**config.mk**
```make
export PLATFORM = sky130hd
export DESIGN_NAME = branch_redirect_ctrl
export DESIGN_NICKNAME = d
export VERILOG_FILES = /design/src/rtl/branch_redirect_ctrl.sv
export SDC_FILE = /design/constraint.sdc
export NUM_CORES = 1
export LEC_CHECK = 0
export ABC_AREA = 0
export CORE_UTILIZATION = 44
export DETAILED_ROUTE_END_ITERATION = 12
export PLACE_DENSITY = 0.84
export SYNTH_ARGS = -nofsm -noshare
export SYNTH_HDL_FRONTEND = slang
export SYNTH_SLANG_ARGS = --single-unit
```
**constraint.sdc**
```tcl
create_clock -name clk -period 2.14 [get_ports clk]
set_clock_uncertainty 0.05 [all_clocks]
set_input_delay 0.642 -clock clk [delete_from_list [all_inputs] [get_ports clk]]
set_output_delay 0.642 -clock clk [all_outputs]
set_load 0.02 [all_outputs]
```
**src/rtl/branch_redirect_ctrl.sv**
```systemverilog
// EX-stage branch redirect sequencer: resolves taken branches, pulses the PC
// redirect/flush controls and ignores wrong-path EX slots. Optional stats: BRANCH_STATS_EN.
module branch_redirect_ctrl #(
    parameter int XLEN        = 32,
    parameter int FLUSH_DEPTH = 2
`ifdef BRANCH_STATS_EN
   ,parameter int CNT_W       = 16
`endif
) (
    input  logic            clk,
    input  logic            rst_n,
    input  logic            ex_valid,
    input  logic            ex_is_branch,
    input  logic            ex_cond_true,
    input  logic [XLEN-1:0] ex_target,
    input  logic            pipe_stall,
    output logic            redirect_valid,
    output logic [XLEN-1:0] redirect_pc,
    output logic            pc_sel,
    output logic            flush_if_id,
    output logic            flush_id_ex,
    output logic            squash_busy
`ifdef BRANCH_STATS_EN
   ,output logic [CNT_W-1:0] br_total_cnt,
    output logic [CNT_W-1:0] br_taken_cnt
`endif
);

    typedef enum logic [1:0] {
        S_IDLE   = 2'd0,
        S_PEND   = 2'd1,
        S_SQUASH = 2'd2
    } state_t;

    localparam logic [2:0] LP_DEPTH = 3'(FLUSH_DEPTH);

    state_t          r_state;
    state_t          w_state_nxt;
    logic [2:0]      r_cnt;
    logic [2:0]      w_cnt_nxt;
    logic [XLEN-1:0] r_target;
    logic            r_pulse;
    logic            w_take;
    logic            w_capture;
    logic            w_fire;

    assign w_take = ex_valid & ex_is_branch & ex_cond_true;

    // NOTE: every output of this block gets a default first so no path leaves
    // a signal unassigned, which would otherwise infer a latch.
    always_comb begin
        w_state_nxt = r_state;
        w_cnt_nxt   = r_cnt;
        w_capture   = 1'b0;
        w_fire      = 1'b0;
        case (r_state)
            S_IDLE: begin
                if (w_take) begin
                    w_capture = 1'b1;
                    if (pipe_stall) begin
                        w_state_nxt = S_PEND;
                    end else begin
                        w_state_nxt = S_SQUASH;
                        w_cnt_nxt   = LP_DEPTH;
                        w_fire      = 1'b1;
                    end
                end
            end
            S_PEND: begin
                // Target was captured on entry; the re-presented branch is ignored.
                if (!pipe_stall) begin
                    w_state_nxt = S_SQUASH;
                    w_cnt_nxt   = LP_DEPTH;
                    w_fire      = 1'b1;
                end
            end
            S_SQUASH: begin
                if (!pipe_stall) begin
                    w_cnt_nxt = r_cnt - 3'd1;
                    if (r_cnt == 3'd1) begin
                        w_state_nxt = S_IDLE;
                    end
                end
            end
            default: begin
                w_state_nxt = S_IDLE;
                w_cnt_nxt   = 3'd0;
            end
        endcase
    end

    // NOTE: the target register is reset too, so a dropped pending branch
    // never leaks a stale redirect_pc after reset.
    always_ff @(posedge clk or negedge rst_n) begin
        if (!rst_n) begin
            r_state  <= S_IDLE;
            r_cnt    <= 3'd0;
            r_pulse  <= 1'b0;
            r_target <= '0;
        end else begin
            r_state <= w_state_nxt;
            r_cnt   <= w_cnt_nxt;
            r_pulse <= w_fire;
            if (w_capture) begin
                r_target <= ex_target;
            end
        end
    end

    assign redirect_valid = r_pulse;
    assign pc_sel         = r_pulse;
    assign flush_if_id    = r_pulse;
    assign flush_id_ex    = r_pulse;
    assign redirect_pc    = r_target;
    assign squash_busy    = (r_state != S_IDLE);

`ifdef BRANCH_STATS_EN
    logic [CNT_W-1:0] r_total_cnt;
    logic [CNT_W-1:0] r_taken_cnt;
    logic             w_br_seen;
    logic             w_br_taken;
    logic             w_pend_go;

    // A stalled taken branch is counted once, on its PEND->SQUASH edge.
    assign w_pend_go  = (r_state == S_PEND) & ~pipe_stall;
    assign w_br_seen  = ((r_state == S_IDLE) & ex_valid & ex_is_branch & ~pipe_stall) | w_pend_go;
    assign w_br_taken = ((r_state == S_IDLE) & w_take & ~pipe_stall) | w_pend_go;

    always_ff @(posedge clk or negedge rst_n) begin
        if (!rst_n) begin
            r_total_cnt <= '0;
            r_taken_cnt <= '0;
        end else begin
            if (w_br_seen && (r_total_cnt != '1)) begin
                r_total_cnt <= r_total_cnt + CNT_W'(1);
            end
            if (w_br_taken && (r_taken_cnt != '1)) begin
                r_taken_cnt <= r_taken_cnt + CNT_W'(1);
            end
        end
    end

    assign br_total_cnt = r_total_cnt;
    assign br_taken_cnt = r_taken_cnt;
`endif

endmodule
```
# After elaboration in Yosys (flattened, before gate mapping)
# Index checks and enable logic that the tools add are counted.
dict set report totals {
  ff_bits 38
  latchBits 0
  ram_bits 0
  romBits 0
  inputBits 38
  out_inout_bits 37
  elab_cells 33
  memories 0
}
dict set report classes {
  n_addsub 1
  n_mul 0
  div_mod_pow 0
  order_cmp 0
  eq_ne 7
  n_shift 0
  n_mux 15
  n_bitwise 2
  n_reduce_logical 4
}
# cell n
set op_table {}
lappend op_table {{2-to-1 mux 2 bit} 5}
lappend op_table {{2-to-1 mux 3 bit} 3}
lappend op_table {{case mux 3 bit (3 select lines)} 1}
lappend op_table {{!= test 2 bit, second input constant} 4}
lappend op_table {{case mux 2 bit (3 select lines)} 1}
lappend op_table {{2-to-1 mux 1 bit} 4}
lappend op_table {{AND reduction 4 bit} 1}
lappend op_table {{== test 3 x 1 -> 1 bit, second input constant} 1}
lappend op_table {{subtractor 3 x 1 -> 3 bit, second input constant} 1}
lappend op_table {{AND 1 bit} 2}
lappend op_table {{== test 2 x 1 -> 1 bit, second input constant} 1}
lappend op_table {{== test 2 bit, second input constant} 1}
lappend op_table {{zero test 2 bit} 1}
lappend op_table {{case mux 1 bit (2 select lines)} 1}
lappend op_table {{AND reduction 2 bit} 1}
lappend op_table {{nonzero test 2 bit} 1}

# Logic depth before layout (Yosys ltp)
# Gate-level depths: netlist of the first run.
dict set report logic_depth {
  depth_word 4
  ltp_mapped 5
  mapped_depth_nobuf 5
}

# Worst setup path after synthesis of the first run
# Ideal clock, no wire load.
dict set report synth_path {
  path_kind {register to output}
  start {register r_state[0]}
  end {output port squash_busy}
  arrival_ns 0.726
  required_ns 1.448
  path_slack_ns 0.722
  stages_incl_launch_ff 4
  n_path_buf 1
  path_cell_list {dfrtp_1 -> buf_4 -> nor2_4 -> inv_1}
}
dict set report synth_between {
  elab_chain_cells 1
}
# item line_no
set synth_lines {}
lappend synth_lines {{start: declaration} 37} ;# state_t r_state;
lappend synth_lines {{start signal: assignment} 101} ;# r_state <= w_state_nxt;
lappend synth_lines {{nonzero test 2 bit} 115} ;# assign squash_busy = (r_state != S_IDLE);
lappend synth_lines {{end: declaration} 22} ;# output logic squash_busy
# Every way passes these cells.

# Final worst setup path of the first run
dict set report layout_path {
  start {register r_pulse (netlist: flush_id_ex)}
  end {output port redirect_valid}
}
# item line_no
set layout_lines {}
lappend layout_lines {{start: declaration} 42} ;# logic r_pulse;
lappend layout_lines {{start signal: assignment} 103} ;# r_pulse <= w_fire;
lappend layout_lines {{end: declaration} 17} ;# output logic redirect_valid,
# No word-level cell between the ends.

==> impl_results.md, run 1 <==
* Max-cap violations at 0
* CP Cell Sequence: clkdlybuf4s50_1
* Total grt overflow at 0
* Placed cell area at ~0.0024 mm2
* Yosys warning count at 0
* Post-Route WL at 3463 um
* RSZ-0062 raised after global routing: no
* Core ar. at between 0.003 and 0.004 mm2
* Fin. max-slew vios at 0
* Commonest non-fill, non-tap cell in the layout: clkdlybuf4s50_1
* Post-CTS Setup Bufs at 0
* CP required at 1.45 ns
* Pin count of the biggest net entering global routing at 39
* Hold crit path type: input port to asynchronous set/reset pin
* Part of the power in registers at 36.4%
* Critical Setup Path Class: flop to output pin
* First-pass DRT Iterations at 4
* Delay-heaviest family, CP: buffers and inverters
* CTS Sinks at 38
* CP Capture Type: output pin
* Outcome: finished, final reports clean
* Port bufs at between 70 and 80
* Comb pwr share at roughly half
* Setup tns final at 0 ns
* Mapped Nets at around 150
* Final period util at 92.40%
* Residual DRC count at 0
* Die area at a little over 0.004 mm2
* # nets final at 221
* Seq/Total Area, Yosys at approximately 56%
* DRT iter0 DRCs at 35
* Avg WL per Cell at approximately 15 um
* Gpl congestion at about 0.7
* Root buffer cell: clkbuf_8
* All-Layer GR Usage at a little under a fifth
* TritonCTS buffer count at 5
* Vias in the first global route at around 1200
* Slew @ Worst Pin at ~0.8 ns
* Clock Path Buffers at 2
* # H-tree levels at 2
* First-pass GRT wire length at approximately 5500 um
* Setup violations, final at 0
* Die Height at between 60 and 70 um
* Vias at approximately 1100
* Hold_buf cts at 0
* Vias/cell at a little under 5
* Sw power at approximately 0.0012 W
* Switching part of the total at between 30% and 40%
* Crit start category: flop
* DP Wirelength at approximately 2500 um
* Critical path buffers and inverters at 1
* Gate Count Post-Synth at about 110
* N_diodes at 0
* Internal at ~0.0023 W
* Starting density of the core at about 46%
* Fin crit period at just under 2 ns
* Clk slew on worst S/H paths at 0.07 ns
* Peak Freq at slightly above 500 MHz
* Post-DRT Antenna Nets at 0
* CP arrival at 1.29 ns
* Post-cts gate resize count at 3
* #FFs+latches synth at 38
* Num ports at 75
* Max IR drop VDD at 0.0006489 V
* Cell variety after synth at 24
* Max stage delay cell, worst path: clkdlybuf4s50_1
* Num rows at 22
* PD cells at around 1400 mW/mm2
* Area growth, synth to finish at 49.07%
* Final cell count without fillers at roughly 230
* Fin. Hold Viols at 0
* TritonCTS clock tree: done
* LEAKAGE at around 1.2 nW
* Synth top area share at a little under three fifths
* Avg Synthesized Cell Area at between 15 and 20 um2
* Commonest cells after routing, fill and taps aside: clkdlybuf4s50_1, dfrtp_1, mux2_4, clkbuf_8
* Crit path largest cell delay at about 0.63 ns
* Maximum fanout along the worst path at 4
* Die X-Extent at 63.89 um
* Ranking of synthesized cells by area: dfrtp_1, mux2_4, buf_6
* Yosys top cell by area: dfrtp_1
* Relative slew slack at between 40% and 50%
* Synthesized cell area at approximately 0.0017 mm2
* Proportion of layout cells with a drive suffix above 1 at 24.86%
* Placed Instances at between 200 and 250
* Clock power frac at between 10% and 20%
* Clk_lat worst skew at 0.28 ns
* Initial antenna violation count at 0
* Final instance area at about 0.0025 mm2
per-layer routing:
layer | vias to the layer above | share of wire [%] | global-route usage [%]
met5 | - | 0 | 0
met4 | 0 | 2.5 | 11.36
met1 | 544 | 44 | 22.52
li1 | 519 | - | -
met2 | 56 | 46 | 29.26
met3 | 7 | 7.3 | 4.643
cells by family (layout without fill, tap and decap cells):
family	Yosys count	count (layout)	synth area share (%)
AO/OA/AOI/OAI	12	12	4.232
adder cells (fa/ha/maj)	2	2	1.485
buffers and inverters	12	86	4.973
flip-flops	38	38	56.42
multiplexers	32	32	28.06
AND/OR/NAND/NOR	11	11	4.826
flip-flops by register name, indices dropped and copies added, names as in the netlist:
name,flops
redirect_pc,32
r_cnt,3
r_state,2
flush_id_ex,1
per-stage QoR:
step / total power [W] / util [%] / hold slack (ns) / worst slack, ns
CTS: 0.003589 / 68.63 / 0.4196 / 0.1450
global route: 0.003748 / 68.63 / 0.4648 / 0.1254
detailed placement: 0.003126 / 66.44 / 0.4425 / 0.03776
global placement: 0.003055 / 66.44 / 0.4425 / 0.08814
finish: 0.003551 / 68.63 / 0.3912 / 0.1626
floorplan: 0.002274 / - / 0.2964 / 0.7221
cell type report:
type	count	area (um2)
well taps	48	60.06
fillers	269	1149
repair buffers	75	754.5
multi-input cells	57	650.6
clock inverters	2	10.01
inverters	4	15.01
flip-flops and latches	38	953.4
clock buffers	5	68.82
path summary, 6_finish.rpt:
check,start,endpoint,slack [ns],cells past startpoint
setup / recovery,flush_id_ex,redirect_valid,0.16,1
hold / removal,rst_n,redirect_pc[14],0.39,1
setup reg to reg,r_state[0],redirect_pc[21],0.70,4
hold reg to reg,redirect_pc[17],redirect_pc[17],0.46,1
max in group asynchronous,rst_n,r_state[1],1.08,1
min in group clk,redirect_pc[17],redirect_pc[17],0.46,1
synth_stat cells (all sizes together):
library cell	instances
a21boi	1
a21o	1
a21oi	3
a311oi	1
a31oi	1
and2	1
buf	8
dfrtp	38
ha	2
inv	4
mux2	32
nand2	2
nand4	1
nand4b	1
nor2	3
nor2b	1
nor3	1
nor3b	1
o21ai	4
o22ai	1
power by group through the flow:
| stage | Combinational (W) | Clock, W | Sequential [W] |
|---|---|---|---|
| after global routing | 0.00192 | 0.000501 | 0.00133 |
| after global placement | 0.00179 | 0 | 0.00127 |
| after CTS | 0.00183 | 0.000465 | 0.00129 |
| after floorplan | 0.000646 | 0 | 0.00163 |
| final | 0.00181 | 0.000447 | 0.00129 |
| after detailed placement | 0.00183 | 0 | 0.00129 |
(Power assumes the default switching activity.)
==> run 2, diff against run 1 <==
- CORE_MARGIN: not set -> 3
- CORE_UTILIZATION: 44 -> 46
- CTS_BUF_LIST: not set -> sky130_fd_sc_hd__clkbuf_4 sky130_fd_sc_hd__clkbuf_8
- PLACE_DENSITY: 0.84 -> 0.87
==> impl_results.md, run 2 (same netlist as run 1, synthesis figures left out) <==
* Crit start category: flop
* Sw power at 0.001205 W (-0.49%)
* CP Cell Sequence: clkdlybuf4s50_1
* Delay-heaviest family, CP: buffers and inverters
* CP arrival at 1.27 ns (-0.02 ns)
* Gpl congestion at 0.7471 (+6.5%)
* Vias in the first global route at 1138 (-1.4%)
* Proportion of layout cells with a drive suffix above 1 at 25.54% (+0.68 points)
* Initial antenna violation count at 0 (unchanged)
* Num ports at 75 (unchanged)
* Total power draw at 0.003589 W (+1.1%)
* # nets final at 225 (+1.8%)
* LEAKAGE at 1.186 nW (+1.7%)
* Post-cts gate resize count at 2 (-1)
* Area growth, synth to finish at 50.85%
* Commonest cells after routing, fill and taps aside: clkdlybuf4s50_1, dfrtp_1, mux2_4, clkbuf_8
* Commonest non-fill, non-tap cell in the layout: clkdlybuf4s50_1
* Hold crit path type: input port to asynchronous set/reset pin
* DRT iter0 DRCs at 26 (-26%)
* PD cells at 1412 mW/mm2 (-0.12%)
* Switching part of the total at 33.58% (-0.53 points)
* Total grt overflow at 0 (unchanged)
* Setup tns final at 0 ns (unchanged)
* Setup violations, final at 0 (unchanged)
* Clk slew on worst S/H paths at 0.06 ns (about the same)
* Critical path buffers and inverters at 1 (unchanged)
* Post-Route WL at 3619 um (+4.5%)
* Critical Setup Path Class: flop to output pin
* Place WS at 0.04643 ns (+0.008666 ns)
* TritonCTS buffer count at 5 (unchanged)
* Final period util at 91.91% (-0.49 points)
* Max IR drop VDD at 0.0007484 V (+15%)
* Max reg flops at 32 (unchanged)
* Clock Path Buffers at 2 (unchanged)
* Die X-Extent at 66.53 um (+4.1%)
* CP Capture Type: output pin
* Crit path largest cell delay at 0.62 ns (about the same)
* Root buffer cell: clkbuf_8
* CTS Sinks at 38 (unchanged)
* Clk_lat worst skew at 0.28 ns (about the same)
* TritonCTS clock tree: done
* DP Wirelength at 2819 um (+12%)
* Comb pwr share at 51.5% (+0.5 points)
* Die Height at 66.53 um (+4.1%)
* Hold_buf cts at 0 (unchanged)
* CP required at 1.45 ns (about the same)
* Post-DRT Antenna Nets at 0 (unchanged)
* Post-CTS Setup Bufs at 0 (unchanged)
* Relative slew slack at 76.83% (+30 points)
* All-Layer GR Usage at 17.69% (-0.79 points)
* FF/Latch Area at 952.2 um2 (-0.13%)
* Residual DRC count at 0 (unchanged)
* Fin crit period at 1.967 ns (-0.01050 ns)
* First-pass DRT Iterations at 3 (-1)
* Pin count of the biggest net entering global routing at 22 (-44%)
* Clock power frac at 13.0% (+0.4 points)
* Vias/cell at 4.874 (-0.88%)
* Fin. max-slew vios at 0 (unchanged)
* First-pass GRT wire length at 5623 um (+1.9%)
* Multi-input gate area at 650.6 um2 (unchanged)
* # fillers at 244 (-9.3%)
* Core ar. at 0.003442 mm2 (-6.0%)
* RSZ-0062 raised after global routing: no
* Vias at 1121 (-0.44%)
* Outcome: finished, final reports clean
* Max stage delay cell, worst path: clkdlybuf4s50_1
* Port bufs at 74 (unchanged)
* Avg WL per Cell at 15.73 um (+4.1%)
* Starting density of the core at 48.96% (+2.9 points)
* Internal at 0.002384 W (+1.9%)
* Num rows at 21 (-4.5%)
* Die area at 0.004426 mm2 (+8.4%)
* Fin. Hold Viols at 0 (unchanged)
* Slew @ Worst Pin at 0.3453 ns (-0.4592 ns)
* Peak Freq at 508.4 MHz (+0.53%)
* # H-tree levels at 2 (unchanged)
* Max-cap violations at 0 (unchanged)
* Final worst slack at 0.1731 ns (+0.01050 ns)
* Maximum fanout along the worst path at 4 (unchanged)
* Part of the power in registers at 35.5% (-0.9 points)
* N_diodes at 0 (unchanged)
[run 2: final cells by class]
type | count | share of cell area, %
sequential | 38 | 37.45
timing repair buffer | 79 | 30.86
multi-input combinational | 57 | 25.59
inverter | 4 | 0.5906
clock buffer | 6 | 3.248
tap | 46 | 2.264
[run 2: layer usage]
metal	vias up	routed length (um)	global-route usage (%)
met3	7	189	3.541
met4	0	72	9.137
met1	547	1454	21.65
met2	47	1903	29.37
li1	520	-	-
met5	-	0	0
[run 2: final timing paths]
check	from	end	slack [ns]	depth (start not counted)
hold reg to reg	redirect_pc[6]	redirect_pc[6]	0.46	1
setup / recovery	flush_id_ex	pc_sel	0.17	1
setup reg to reg	r_state[0]	redirect_pc[24]	0.67	4
min in group clk	redirect_pc[6]	redirect_pc[6]	0.46	1
hold / removal	rst_n	redirect_pc[3]	0.20	1
max in group asynchronous	rst_n	redirect_pc[30]	1.32	2
[run 2: per-stage QoR]
step | util, % | instance area [um2] | std cells | hold slack, ns
2_1_floorplan | - | 1685 | 107 | 0.2964
3_3_place_gp | 71.46 | 2460 | 224 | 0.4398
3_5_place_dp | 71.46 | 2460 | 224 | 0.4442
4_1_cts | 73.86 | 2542 | 230 | 0.1953
5_1_grt | 73.86 | 2542 | 230 | 0.2051
6_report | 73.86 | 2542 | 230 | 0.2030
[run 2: power groups by stage]
| stage | sequential (W) | combinational, W | clock [W] |
|---|---|---|---|
| 6_report | 0.00128 | 0.00185 | 0.000465 |
| 5_1_grt | 0.00132 | 0.00196 | 0.000507 |
| 4_1_cts | 0.00128 | 0.00187 | 0.000485 |
| 3_5_place_dp | 0.00128 | 0.00187 | 0 |
| 3_3_place_gp | 0.00126 | 0.00183 | 0 |
| 2_1_floorplan | 0.00163 | 0.000646 | 0 |
